$ cat src/rtl/axis_demux_pkg.sv
// Shared types and helpers for the AXI4-Stream N-port demultiplexer.
// Frame-state encoding, select-width helper and default counter width.
package axis_demux_pkg;

    typedef enum logic [1:0] {
        IDLE  = 2'd0,
        ROUTE = 2'd1,
        DROP  = 2'd2
    } state_e;

    localparam int CNT_WIDTH_DEFAULT = 16;

    function automatic int sel_width(input int m);
        return (m > 1) ? $clog2(m) : 1;
    endfunction

endpackage

$ cat src/rtl/axis_demux_out_reg.sv
// Single-entry valid/ready output register for one demux channel.
// Loads on 'load', clears valid when drained without a concurrent load.
module axis_demux_out_reg #(
    parameter int WIDTH = 8
) (
    input  logic             clk,
    input  logic             rst_n,
    input  logic             load,
    input  logic [WIDTH-1:0] in_data,
    input  logic             out_ready,
    output logic [WIDTH-1:0] out_data,
    output logic             out_valid
);

    // NOTE: sequential state uses non-blocking assignments so every register
    // samples pre-edge values regardless of block ordering. The payload is
    // reset as well because downstream logic expects all-zero fields after reset.
    always_ff @(posedge clk) begin
        if (!rst_n) begin
            out_valid <= 1'b0;
            out_data  <= '0;
        end else if (load) begin
            out_valid <= 1'b1;
            out_data  <= in_data;
        end else if (out_ready) begin
            out_valid <= 1'b0;
        end
    end

endmodule

$ cat src/rtl/axis_demux_n.sv
// M_COUNT-port AXI4-Stream demultiplexer, route chosen per frame (sel or tdest).
// Optional per-channel frame / drop counters when AXIS_DEMUX_STATS_EN is defined.
module axis_demux_n
    import axis_demux_pkg::*;
#(
    parameter int M_COUNT     = 4,
    parameter int DATA_WIDTH  = 32,
    parameter bit KEEP_ENABLE = (DATA_WIDTH > 8),
    parameter int KEEP_WIDTH  = DATA_WIDTH / 8,
    parameter bit ID_ENABLE   = 1'b0,
    parameter int ID_WIDTH    = 8,
    parameter int DEST_WIDTH  = 8,
    parameter bit USER_ENABLE = 1'b1,
    parameter int USER_WIDTH  = 1,
    parameter bit TDEST_ROUTE = 1'b0,
    parameter int CNT_WIDTH   = CNT_WIDTH_DEFAULT,
    localparam int SEL_WIDTH  = sel_width(M_COUNT)
) (
    input  logic                          clk,
    input  logic                          rst_n,

    input  logic [DATA_WIDTH-1:0]         s_axis_tdata,
    input  logic [KEEP_WIDTH-1:0]         s_axis_tkeep,
    input  logic                          s_axis_tvalid,
    output logic                          s_axis_tready,
    input  logic                          s_axis_tlast,
    input  logic [ID_WIDTH-1:0]           s_axis_tid,
    input  logic [DEST_WIDTH-1:0]         s_axis_tdest,
    input  logic [USER_WIDTH-1:0]         s_axis_tuser,

    output logic [M_COUNT*DATA_WIDTH-1:0] m_axis_tdata,
    output logic [M_COUNT*KEEP_WIDTH-1:0] m_axis_tkeep,
    output logic [M_COUNT-1:0]            m_axis_tvalid,
    input  logic [M_COUNT-1:0]            m_axis_tready,
    output logic [M_COUNT-1:0]            m_axis_tlast,
    output logic [M_COUNT*ID_WIDTH-1:0]   m_axis_tid,
    output logic [M_COUNT*DEST_WIDTH-1:0] m_axis_tdest,
    output logic [M_COUNT*USER_WIDTH-1:0] m_axis_tuser,

    input  logic                          enable,
    input  logic                          drop,
    input  logic [SEL_WIDTH-1:0]          sel
`ifdef AXIS_DEMUX_STATS_EN
    ,
    output logic [M_COUNT*CNT_WIDTH-1:0]  stat_frames,
    output logic [CNT_WIDTH-1:0]          stat_drops
`endif
);

    localparam logic [1:0] S_IDLE  = IDLE;
    localparam logic [1:0] S_ROUTE = ROUTE;
    localparam logic [1:0] S_DROP  = DROP;

    localparam int PAYLOAD_WIDTH = DATA_WIDTH + KEEP_WIDTH + 1 + ID_WIDTH + DEST_WIDTH + USER_WIDTH;

    if (M_COUNT < 2 || M_COUNT > 16 || CNT_WIDTH < 1) begin : g_param_check
        $error("axis_demux_n: M_COUNT must be 2..16 and CNT_WIDTH at least 1");
    end

    logic [1:0]               state;
    logic [SEL_WIDTH-1:0]     route_ch;
    logic [SEL_WIDTH-1:0]     target;
    logic [SEL_WIDTH-1:0]     cur_ch;
    logic                     in_range;
    logic                     dropping;
    logic                     accept;
    logic [M_COUNT-1:0]       ch_hit;
    logic [M_COUNT-1:0]       ch_free;
    logic [M_COUNT-1:0]       load;

    logic [KEEP_WIDTH-1:0]    keep_in;
    logic [ID_WIDTH-1:0]      id_in;
    logic [USER_WIDTH-1:0]    user_in;
    logic [PAYLOAD_WIDTH-1:0] payload_in;
    logic                     unused_in;

    if (TDEST_ROUTE) begin : g_route_tdest
        assign target = s_axis_tdest[SEL_WIDTH-1:0];
    end else begin : g_route_sel
        assign target = sel;
    end

    // Non-power-of-two channel counts leave select codes with no channel behind them.
    assign in_range = ({1'b0, target} < (SEL_WIDTH + 1)'(M_COUNT));
    assign dropping = (state == S_DROP) || ((state == S_IDLE) && (drop || !in_range));
    assign cur_ch   = (state == S_IDLE) ? target : route_ch;

    assign s_axis_tready = enable && (dropping || |(ch_hit & ch_free));
    assign accept        = s_axis_tvalid && s_axis_tready;

    assign keep_in    = KEEP_ENABLE ? s_axis_tkeep : {KEEP_WIDTH{1'b1}};
    assign id_in      = ID_ENABLE   ? s_axis_tid   : '0;
    assign user_in    = USER_ENABLE ? s_axis_tuser : '0;
    assign payload_in = {s_axis_tdata, keep_in, s_axis_tlast, id_in, s_axis_tdest, user_in};
    assign unused_in  = ^{s_axis_tkeep, s_axis_tid, s_axis_tuser, sel, s_axis_tdest};

    always_ff @(posedge clk) begin
        if (!rst_n) begin
            state    <= S_IDLE;
            route_ch <= '0;
        end else begin
            case (state)
                S_IDLE: begin
                    if (accept && !s_axis_tlast) begin
                        state    <= dropping ? S_DROP : S_ROUTE;
                        route_ch <= target;
                    end
                end
                S_ROUTE, S_DROP: begin
                    if (accept && s_axis_tlast) begin
                        state <= S_IDLE;
                    end
                end
                default: state <= S_IDLE;
            endcase
        end
    end

    for (genvar k = 0; k < M_COUNT; k++) begin : g_ch
        logic [PAYLOAD_WIDTH-1:0] payload_out;

        assign ch_hit[k]  = (cur_ch == SEL_WIDTH'(k));
        assign ch_free[k] = !m_axis_tvalid[k] || m_axis_tready[k];
        assign load[k]    = accept && !dropping && ch_hit[k];

        axis_demux_out_reg #(
            .WIDTH (PAYLOAD_WIDTH)
        ) u_out_reg (
            .clk       (clk),
            .rst_n     (rst_n),
            .load      (load[k]),
            .in_data   (payload_in),
            .out_ready (m_axis_tready[k]),
            .out_data  (payload_out),
            .out_valid (m_axis_tvalid[k])
        );

        assign {m_axis_tdata[k*DATA_WIDTH +: DATA_WIDTH],
                m_axis_tkeep[k*KEEP_WIDTH +: KEEP_WIDTH],
                m_axis_tlast[k],
                m_axis_tid[k*ID_WIDTH +: ID_WIDTH],
                m_axis_tdest[k*DEST_WIDTH +: DEST_WIDTH],
                m_axis_tuser[k*USER_WIDTH +: USER_WIDTH]} = payload_out;
    end

`ifdef AXIS_DEMUX_STATS_EN
    logic [CNT_WIDTH-1:0] frame_cnt [M_COUNT];
    logic [CNT_WIDTH-1:0] drop_cnt;

    always_ff @(posedge clk) begin
        if (!rst_n) begin
            for (int k = 0; k < M_COUNT; k++) begin
                frame_cnt[k] <= '0;
            end
            drop_cnt <= '0;
        end else begin
            for (int k = 0; k < M_COUNT; k++) begin
                if (load[k] && s_axis_tlast) begin
                    frame_cnt[k] <= frame_cnt[k] + CNT_WIDTH'(1);
                end
            end
            if (accept && dropping && s_axis_tlast) begin
                drop_cnt <= drop_cnt + CNT_WIDTH'(1);
            end
        end
    end

    for (genvar k = 0; k < M_COUNT; k++) begin : g_stat
        assign stat_frames[k*CNT_WIDTH +: CNT_WIDTH] = frame_cnt[k];
    end
    assign stat_drops = drop_cnt;
`endif

endmodule

$ cat config.mk
export PLATFORM = sky130hd
export DESIGN_NAME = axis_demux_n
export DESIGN_NICKNAME = d
export VERILOG_FILES = /design/src/rtl/axis_demux_pkg.sv /design/src/rtl/axis_demux_out_reg.sv /design/src/rtl/axis_demux_n.sv
export SDC_FILE = /design/constraint.sdc
export NUM_CORES = 1
export LEC_CHECK = 0
export ABC_AREA = 1
export BUFFER_PORTS_ARGS = -buffer_cell sky130_fd_sc_hd__buf_2
export CAP_MARGIN = 20
export CORE_ASPECT_RATIO = 1.2
export CORE_MARGIN = 3
export CORE_UTILIZATION = 50
export CTS_BUF_LIST = sky130_fd_sc_hd__clkbuf_4 sky130_fd_sc_hd__clkbuf_8
export CTS_CLUSTER_SIZE = 12
export DETAILED_ROUTE_END_ITERATION = 8
export GPL_ROUTABILITY_DRIVEN = 1
export PLACE_DENSITY_LB_ADDON = 0.25
export SYNTH_ARGS = -nofsm -noshare
export SYNTH_HDL_FRONTEND = slang
export SYNTH_SLANG_ARGS = --single-unit
$ cat constraint.sdc
create_clock -name clk -period 3.1 [get_ports clk]
set_clock_uncertainty 0.1 [all_clocks]
set_input_delay 0 -clock clk [delete_from_list [all_inputs] [get_ports clk]]
set_output_delay 0 -clock clk [all_outputs]
set_load 0.005 [all_outputs]
==> results.json <==
{
  "status": "complete, no violations",
  "worstSetupPathType": "reg2reg",
  "cts.sinks": 192,
  "report.final.slew_viol_count": 0,
  "netlist_area_mm2": 0.00717,
  "cap_violations": 0,
  "grt_overflow": 0,
  "start_util_pct": 51.4,
  "max_stage_delay_ns": 0.59,
  "period_share_pct": 96.8,
  "synth_seq_area_share_pct": 53.6,
  "whs_ns": 0.0312,
  "track_usage_pct": 26.5,
  "ant_nets": 0,
  "firstDrtPassIters": 4,
  "port_buffers": 245,
  "route.final.wire_length_um": 21100,
  "dp_hpwl_um": 12500,
  "ys.flop_type": "dfxtp_1",
  "maxSlewHeadroom_pct": 30.6,
  "clockBufferDepth": 2,
  "layout.nets": 1258,
  "synth.top_cell.area_share_pct": 53.6,
  "timing.fmax_mhz": 333,
  "drive_gt1_share_pct": 25.6,
  "dieArea_mm2": 0.0158,
  "clkTransAtPathRegs_ns": 0.11,
  "core_area_mm2": 0.0139,
  "clk_latency_ns": 0.45,
  "wire_per_inst_um": 15.3,
  "finalSetupTns_ns": 0,
  "grt_pass1_vias": 6451,
  "synth_area_per_cell_um2": 7.76,
  "ys_warn_count": 0,
  "hp-class": "in2reg",
  "viasPerCell": 4.97,
  "die_w_um": 115,
  "drc": 0,
  "setup_viol": 0,
  "numCtsBuffers": 17,
  "boundaryPins": 286,
  "synthCells": 924,
  "post-route-cell-area_mm2": 0.00920,
  "gp_congestion": 0.765,
  "multiInputGateArea_mm2": 0.00278,
  "drtIter0Drc": 529,
  "antenna_found_initial": 0,
  "syn2layout_area_growth_pct": 28.4,
  "grt_max_degree": 95,
  "die_y_um": 137,
  "ys_ff_latch": 192,
  "grt_first_pass_wirelength_um": 33200,
  "crit_chain": "inv_2, ha_4, inv_4, nand2_1, nand2_2, nand2_2, nor2_2, nor2_2, nand2_2, nand4_1, nand2_2, nand3_1, dlygate4sd3_1, a21oi_1, dlygate4sd3_1",
  "p_per_area_mw_per_mm2": 672,
  "synth.distinct_cells": 23,
  "async_flop_share_pct": 0,
  "crit_path_start_kind": "flop",
  "critical_path.most_common_cell": "nand2_2",
  "slowest_stage": "dlygate4sd3_1",
  "required_ns": 3.40,
  "ir_drop_v": 0.000311,
  "synth_edf_count": 0,
  "tightest_slew_ns": 1.04,
  "worstPathMaxFanout": 7,
  "end_kind": "flop",
  "vias": 6831,
  "critPathBufInv": 4,
  "diodes": 0,
  "h-tree-depth": 4,
  "rows": 47,
  "cts_tree": "done",
  "num-fill-cells": 1246,
  "place_area_mm2": 0.00817,
  "mostFrequentLayoutCell": "nor2_1",
  "cp_top_family": "buffers and inverters",
  "arrival_ns": 3.30,
  "synth_area_leaders": "dfxtp_1, nor2_1, o21ai_0, buf_4, o21ai_1",
  "leakage_uw": 0.00484,
  "final_hold_viol_count": 0,
  "final_cell_mix": "nor2_1, buf_2, dfxtp_1",
  "seqCellArea_mm2": 0.00385,
  "min_period_ns": 3.00,
  "cts_root_buf": "clkbuf_8",
  "yosysTopAreaCell": "dfxtp_1",
  "final_util_pct": 66.0
}
-- layer usage --
| layer | wire (µm) | track usage (%) | vias up |
|---|---|---|---|
| met2 | 10700 | 44.9 | 255 |
| met4 | 447 | 10.4 | 0 |
| li1 | - | - | 3391 |
| met1 | 8620 | 31.8 | 3153 |
| met3 | 1350 | 7.03 | 32 |
| met5 | 0 | 0 | - |
-- sequential cells by signal (all words and copies together), names as in the netlist --
name                      cells
g_ch.u_out_reg.out_data     184
g_ch.u_out_reg.out_valid      4
route_ch                      2
state                         2
-- worst reg2reg max path, stage by stage (launching register included) --
cell           delay (ns)
dfxtp_2              0.36
inv_2                0.05
ha_4                 0.18
inv_4                0.08
nand2_1              0.06
nand2_2              0.11
nand2_2              0.10
nor2_2               0.12
nor2_2               0.05
nand2_2              0.09
nand4_1              0.15
nand2_2              0.13
nand3_1              0.06
dlygate4sd3_1        0.59
a21oi_1              0.15
dlygate4sd3_1        0.56
-- area by class of cell --
type,count,area share (%)
tap,171,2.33
timing repair buffer,312,20.6
clock inverter,15,1.58
sequential,192,41.8
clock buffer,17,2.54
inverter,22,0.925
multi-input combinational,646,30.2
-- per-stage QoR --
step | instances | setup slack, ns | power (µW)
6_report | 1375 | 0.101 | 6180
5_1_grt | 1375 | -0.0485 | 6560
4_1_cts | 1374 | 0.0430 | 6130
3_5_place_dp | 1281 | 0.388 | 4470
3_3_place_gp | 1281 | 0.434 | 4440
2_1_floorplan | 955 | 0.982 | 3910
-- path summary, 6_finish.rpt --
| check | startpoint | to | slack, ns | cells past startpoint |
|---|---|---|---|---|
| worst min-delay path | rst_n | g_ch[2].u_out_reg.out_data[2] | 0.03 | 3 |
| worst max-delay path | state[1] | state[0] | 0.10 | 15 |
| worst max register to register | state[1] | state[0] | 0.10 | 15 |
| worst min register to register | route_ch[1] | route_ch[1] | 0.38 | 2 |
-- synthesized netlist by cell type, types with 3 or more instances --
cell	count
nand2_1	24
dfxtp_1	192
inv_2	3
o21ai_1	27
nand2_2	3
clkbuf_1	24
buf_6	10
nand3_1	4
buf_4	42
buf_2	17
o21ai_0	158
inv_1	19
nor2_1	379
nor2_2	4
a21oi_1	7
-- where the power goes --
part	switching (µW)	internal [µW]	total (µW)	leakage [µW]
Combinational	992	649	1640	0.00309
Clock	973	595	1570	0.000193
Sequential	161	2810	2970	0.00155
-- logic make-up (layout without fill, tap and decap cells) --
logic type	count (synthesis)	in the layout	share of synthesized area [%]
AOI/OAI and AO/OA	193	193	13.5
adders and majority gates	2	2	0.349
buffers and inverters	117	366	9.77
DFF	192	192	53.6
other	1	32	0.0523
and+or+nand+nor	419	419	22.7
-- what timing repair did --
action	CTS	global route
gates resized for setup	0	12
hold endpoints to repair	192	0
hold buffers	61	0
endpoints found under the setup margin	0	2
buffers inserted	0	1
(Power assumes the default switching activity.)
